File: src/rtl/uart_tx_sched.sv
// Round-robin scheduler that serialises one requester's byte at a time onto txd.
// Define UART_TX_PARITY_EN to insert an even-parity bit between the data bits and the stop bit.
module uart_tx_sched #(
    parameter int NUM_REQ      = 2,
    parameter int DATA_WIDTH   = 8,
    parameter int CLKS_PER_BIT = 16,
    localparam int GID_W       = $clog2(NUM_REQ)
) (
    input  logic                          clock,
    input  logic                          reset,
    input  logic [NUM_REQ-1:0]            req_valid,
    input  logic [NUM_REQ*DATA_WIDTH-1:0] req_data,
    output logic [NUM_REQ-1:0]            req_ready,
    input  logic                          cts_n,
    output logic                          txd,
    output logic                          busy,
    output logic [GID_W-1:0]              grant_id,
    output logic                          frame_done
);

    localparam int CNT_W = $clog2(CLKS_PER_BIT);
    localparam int BIT_W = $clog2(DATA_WIDTH);
    localparam logic [CNT_W-1:0] CNT_LAST = CNT_W'(CLKS_PER_BIT - 1);
    localparam logic [BIT_W-1:0] BIT_LAST = BIT_W'(DATA_WIDTH - 1);

    typedef enum logic [2:0] {
        IDLE,
        START,
        DATA,
`ifdef UART_TX_PARITY_EN
        PARITY,
`endif
        STOP
    } state_t;

    state_t                  state_reg, state_next;
    logic [CNT_W-1:0]        cyc_cnt_reg, cyc_cnt_next;
    logic [BIT_W-1:0]        bit_cnt_reg, bit_cnt_next;
    logic [DATA_WIDTH-1:0]   shift_reg, shift_next;
    logic [GID_W-1:0]        grant_id_reg, grant_id_next;
    logic [GID_W-1:0]        rr_ptr_reg, rr_ptr_next;
`ifdef UART_TX_PARITY_EN
    logic                    parity_reg, parity_next;
`endif

    logic [DATA_WIDTH-1:0]   req_bytes [NUM_REQ];
    logic                    pick_found;
    logic [GID_W-1:0]        pick_idx;
    logic [GID_W-1:0]        cand_idx;
    int                      cand;
    logic                    accept;
    logic                    bit_end;

    genvar gi;
    generate
        for (gi = 0; gi < NUM_REQ; gi++) begin : g_unpack
            assign req_bytes[gi] = req_data[gi*DATA_WIDTH +: DATA_WIDTH];
        end
    endgenerate

    // First valid requester strictly after the last winner, wrapping around.
    always_comb begin
        pick_found = 1'b0;
        pick_idx   = '0;
        cand       = 0;
        cand_idx   = '0;
        for (int k = 1; k <= NUM_REQ; k++) begin
            cand = int'(rr_ptr_reg) + k;
            if (cand >= NUM_REQ) cand = cand - NUM_REQ;
            cand_idx = GID_W'(cand);
            if (!pick_found && req_valid[cand_idx]) begin
                pick_found = 1'b1;
                pick_idx   = cand_idx;
            end
        end
    end

    // Flow control is only consulted here, so a frame already started always completes.
    assign accept  = reset && !cts_n && pick_found && (state_reg == IDLE);
    assign bit_end = (cyc_cnt_reg == CNT_LAST);

    always_ff @(posedge clock) begin
        if (!reset) begin
            state_reg    <= IDLE;
            cyc_cnt_reg  <= '0;
            bit_cnt_reg  <= '0;
            shift_reg    <= '0;
            grant_id_reg <= '0;
            rr_ptr_reg   <= GID_W'(NUM_REQ - 1);
`ifdef UART_TX_PARITY_EN
            parity_reg   <= 1'b0;
`endif
        end else begin
            state_reg    <= state_next;
            cyc_cnt_reg  <= cyc_cnt_next;
            bit_cnt_reg  <= bit_cnt_next;
            shift_reg    <= shift_next;
            grant_id_reg <= grant_id_next;
            rr_ptr_reg   <= rr_ptr_next;
`ifdef UART_TX_PARITY_EN
            parity_reg   <= parity_next;
`endif
        end
    end

    always_comb begin
        state_next    = state_reg;
        cyc_cnt_next  = cyc_cnt_reg;
        bit_cnt_next  = bit_cnt_reg;
        shift_next    = shift_reg;
        grant_id_next = grant_id_reg;
        rr_ptr_next   = rr_ptr_reg;
`ifdef UART_TX_PARITY_EN
        parity_next   = parity_reg;
`endif
        if (state_reg != IDLE) begin
            cyc_cnt_next = bit_end ? '0 : cyc_cnt_reg + 1'b1;
        end
        case (state_reg)
            IDLE: begin
                if (accept) begin
                    state_next    = START;
                    cyc_cnt_next  = '0;
                    bit_cnt_next  = '0;
                    shift_next    = req_bytes[pick_idx];
                    grant_id_next = pick_idx;
                    rr_ptr_next   = pick_idx;
`ifdef UART_TX_PARITY_EN
                    parity_next   = ^req_bytes[pick_idx];
`endif
                end
            end
            START: begin
                if (bit_end) state_next = DATA;
            end
            DATA: begin
                if (bit_end) begin
                    shift_next = shift_reg >> 1;
                    if (bit_cnt_reg == BIT_LAST) begin
                        bit_cnt_next = '0;
`ifdef UART_TX_PARITY_EN
                        state_next   = PARITY;
`else
                        state_next   = STOP;
`endif
                    end else begin
                        bit_cnt_next = bit_cnt_reg + 1'b1;
                    end
                end
            end
`ifdef UART_TX_PARITY_EN
            PARITY: begin
                if (bit_end) state_next = STOP;
            end
`endif
            STOP: begin
                if (bit_end) state_next = IDLE;
            end
            default: begin
                state_next = IDLE;
            end
        endcase
    end

    always_comb begin
        req_ready  = '0;
        txd        = 1'b1;
        busy       = (state_reg != IDLE);
        grant_id   = grant_id_reg;
        frame_done = 1'b0;
        if (accept) req_ready[pick_idx] = 1'b1;
        case (state_reg)
            START:  txd = 1'b0;
            DATA:   txd = shift_reg[0];
`ifdef UART_TX_PARITY_EN
            PARITY: txd = parity_reg;
`endif
            STOP: begin
                txd        = 1'b1;
                frame_done = bit_end;
            end
            default: txd = 1'b1;
        endcase
    end

endmodule

File: config.mk
export PLATFORM = sky130hd
export DESIGN_NAME = uart_tx_sched
export DESIGN_NICKNAME = d
export VERILOG_FILES = /design/src/rtl/uart_tx_sched.sv
export SDC_FILE = /design/constraint.sdc
export NUM_CORES = 1
export LEC_CHECK = 0
export ABC_AREA = 0
export CAP_MARGIN = 20
export CORE_ASPECT_RATIO = 0.8
export CORE_UTILIZATION = 40
export DETAILED_ROUTE_END_ITERATION = 8
export PLACE_DENSITY = 0.8
export SYNTH_ARGS = -nofsm -noshare
export SYNTH_HDL_FRONTEND = slang
export SYNTH_SLANG_ARGS = --single-unit
File: constraint.sdc
create_clock -name clock -period 1.4 [get_ports clock]
set_input_delay 0.14 -clock clock [delete_from_list [all_inputs] [get_ports clock]]
set_output_delay 0.14 -clock clock [all_outputs]
set_load 0.01 [all_outputs]
==> key figures <==
Cells and area
  • N_diodes: 0
  • Share of the core filled with cells: 75.10%
  • Commonest non-fill, non-tap cell in the layout: buf_4
  • Most frequent cells in the layout: 24 x buf_4, 21 x clkdlybuf4s50_1, 14 x dfxtp_1, 11 x a21oi_1, 11 x buf_6
  • Cell area after layout: between 1500 and 2000 um2
  • Sequential cell area: 386.6 um2
  • Max reg flops: 8
  • Layout cell share with drive strength beyond 1: 51.65%
  • Nets: 211
  • Area growth syn-to-layout: 72.05%
  • Filler instances: 185
  • Multi-input gate area: just under 900 um2

Placement
  • Post-DP HPWL: around 2200 um
  • Routability Congestion: 0.8130
  • Buffers added on ports: 26
  • Placed inst area: approximately 1600 um2

GRT
  • Tot GR Track Use: 24.30%
  • Largest net degree at the start of global routing: 16
  • Initial antenna violation count: 0
  • First-pass GRT wire length: 5388 um
  • Number of global-route vias before repair: 1220
  • GRT Residual Overflow: 0

STA
  • Final Slew Violations: 0
  • Final Hold Fails: 0
  • Clock Skews: 0.003177 ns
  • Final setup violation count: 19
  • F_max: a little over 0.6 GHz
  • Setup ws final: -0.2260 ns
  • Min Hold Slack: 0.4803 ns
  • Tcrit/Tclk final: 116.1%
  • Sum Neg Setup Slack: -1.495 ns
  • Worst Tran Pin Value: about 0.29 ns
  • Tmin final: 1.626 ns
  • RSZ-0062 raised after global routing: true
  • Rel. slew slack: 80.32%

Run status
  • Failing checks: setup timing
  • Outcome: complete, but fails checks

Floorplanning
  • I/O pins: 27
  • Core region area: 2522 um2
  • Die Span Y: 48.93 um
  • Die width: 60.66 um
  • FP Rows: 16
  • DIE AREA: 2968 um2
  • Initial Util: 43.65%

Detailed routing
  • Pre-antenna DRT Iters: 4
  • Detailed Route WL: 3440 um
  • Wire per inst: 15.78 um
  • DRC: 0
  • Routed Antenna Nets: 0
  • Vias/cell: ~5.4
  • DR vias: 1187
  • DRC violation total after the first TritonRoute iteration: 27

Power and ir drop
  • Sw Share: 40.42%
  • Combinational share of power: 64.0%
  • Power density cells: 1536 nW/um2
  • Cell leakage power: 0.0007288 uW
  • Switching pwr: 1176 uW
  • Maximum VDD drop: 0.0007208 V
  • Clk pwr share: 9.6%
  • P_int: between 1500 and 2000 uW
  • Sequential share of power: around a quarter

Yosys
  • Post-synthesis sequential area ratio: 34.55%
  • Synth Cell Area: 1101 um2
  • Synth Warn #: 0
  • Ys flop type: dfxtp_1
  • Cells after synthesis: 127
  • Yosys top cell area share: 34.55%
  • Synthesized net count: between 150 and 200
  • Average cell area after synthesis: 8.670 um2
  • Synthesized flop and latch total: 19
  • Synth unique cells: 32
  • Most area-hungry cell type in the Yosys netlist: dfxtp_1
  • Post-synth EDFFs: 0
  • Async SR Flop Fraction: 0%
  • Synth area leaders: dfxtp_1 35%, mux2_2 8.2%, ha_1 8.0%, a21oi_1 7.3%, o21ai_0 5.9%

CTS
  • CTS tree: done
  • Clock Pin Slew Worst Setup and Hold Paths: 0.11 ns
  • Clk_lat worst skew: 0.29 ns
  • Root Buffer: clkbuf_4
  • Total clock sinks: 19
  • CTS buffer count: 3
  • CTS Buffer Depth: 2
  • Hold_buf cts: 0
  • # H-tree levels: 1

Hold path
  • Worst min path class: reg2reg
  • Hold_sp: shift_reg[3]

Setup path
  • Crit Path Max Fanout: 2
  • Worst Setup Start Kind: register
  • R2R Path Start: state_reg[0]
  • Critical path class: reg2out
  • CP Capture Type: output pin
  • Signal arrival time at the worst endpoint: 1.49 ns
  • WP data required: 1.26 ns
  • CP startpoint: state_reg[1]

Run
  • MaxCap Viol Count: 0
==> path summary, 6_finish.rpt <==
kind | cells past startpoint | end | slack [ns]
worst max-delay path | 6 | req_ready[0] | -0.23
worst min-delay path | 2 | shift_reg[3] | 0.48
worst max register to register | 8 | state_reg[1] | -0.11
worst min register to register | 2 | shift_reg[3] | 0.48
==> through the flow <==
step / worst slack [ns] / total power (uW) / std cells
after floorplan: -0.03698 / 1601 / 127
after global placement: -0.4782 / 2054 / 205
after detailed placement: -0.5036 / 2100 / 205
after CTS: -0.2252 / 2692 / 218
after global routing: -0.2752 / 3096 / 218
final: -0.2260 / 2910 / 218
==> critical path, stage by stage, from the launching register on <==
cell and delay [ns]:
dfxtp_2 0.34, inv_2 0.07, ha_4 0.16, inv_4 0.04, or3_4 0.36, nor2_1 0.09, buf_2 0.13
==> cell type report <==
class	count	area share, %
clock inverter	1	0.2642
timing repair buffer	59	27.94
tap	36	2.378
clock buffer	3	1.189
multi-input combinational	95	46.70
sequential	19	20.41
inverter	5	1.123
==> power groups by stage <==
stage / clock network, uW / registers, uW / logic, uW
after detailed placement: 0 / 766 / 1330
after CTS: 291 / 760 / 1640
after global placement: 0 / 759 / 1290
final: 280 / 767 / 1860
after global routing: 321 / 787 / 1990
after floorplan: 0 / 769 / 832
==> cells in the mapped netlist, drive strengths merged (4+ instances only) <==
cell	n
mux2i	4
inv	5
clkbuf	6
nor2	7
o21ai	14
a21oi	16
ha	7
mux2	8
nand2b	9
dfxtp	19
o2111ai	7
nand2	4
==> what timing repair did <==
action / in CTS / in global routing
buffers inserted: 8 / 0
endpoints found under the setup margin: 20 / 21
cloned: 1 / 0
resized for setup: 56 / 19
pin swaps: 13 / 9
==> cell families after synthesis <==
group                    synth area share (%)
multiplexers                            11.82
AND/OR/NAND/NOR                         16.59
adder cells (fa/ha/maj)                 7.954
AO/OA/AOI/OAI                           24.43
buffers and inverters                   4.659
flip-flops                              34.55
==> per-layer routing <==
layer  wire length, um  GRT usage [%]
met1              1343          28.62
met3               221          3.714
met5                 0              0
met4                38          9.091
met2              1837          43.22
No activity file was read; power rests on OpenSTA's default activity.
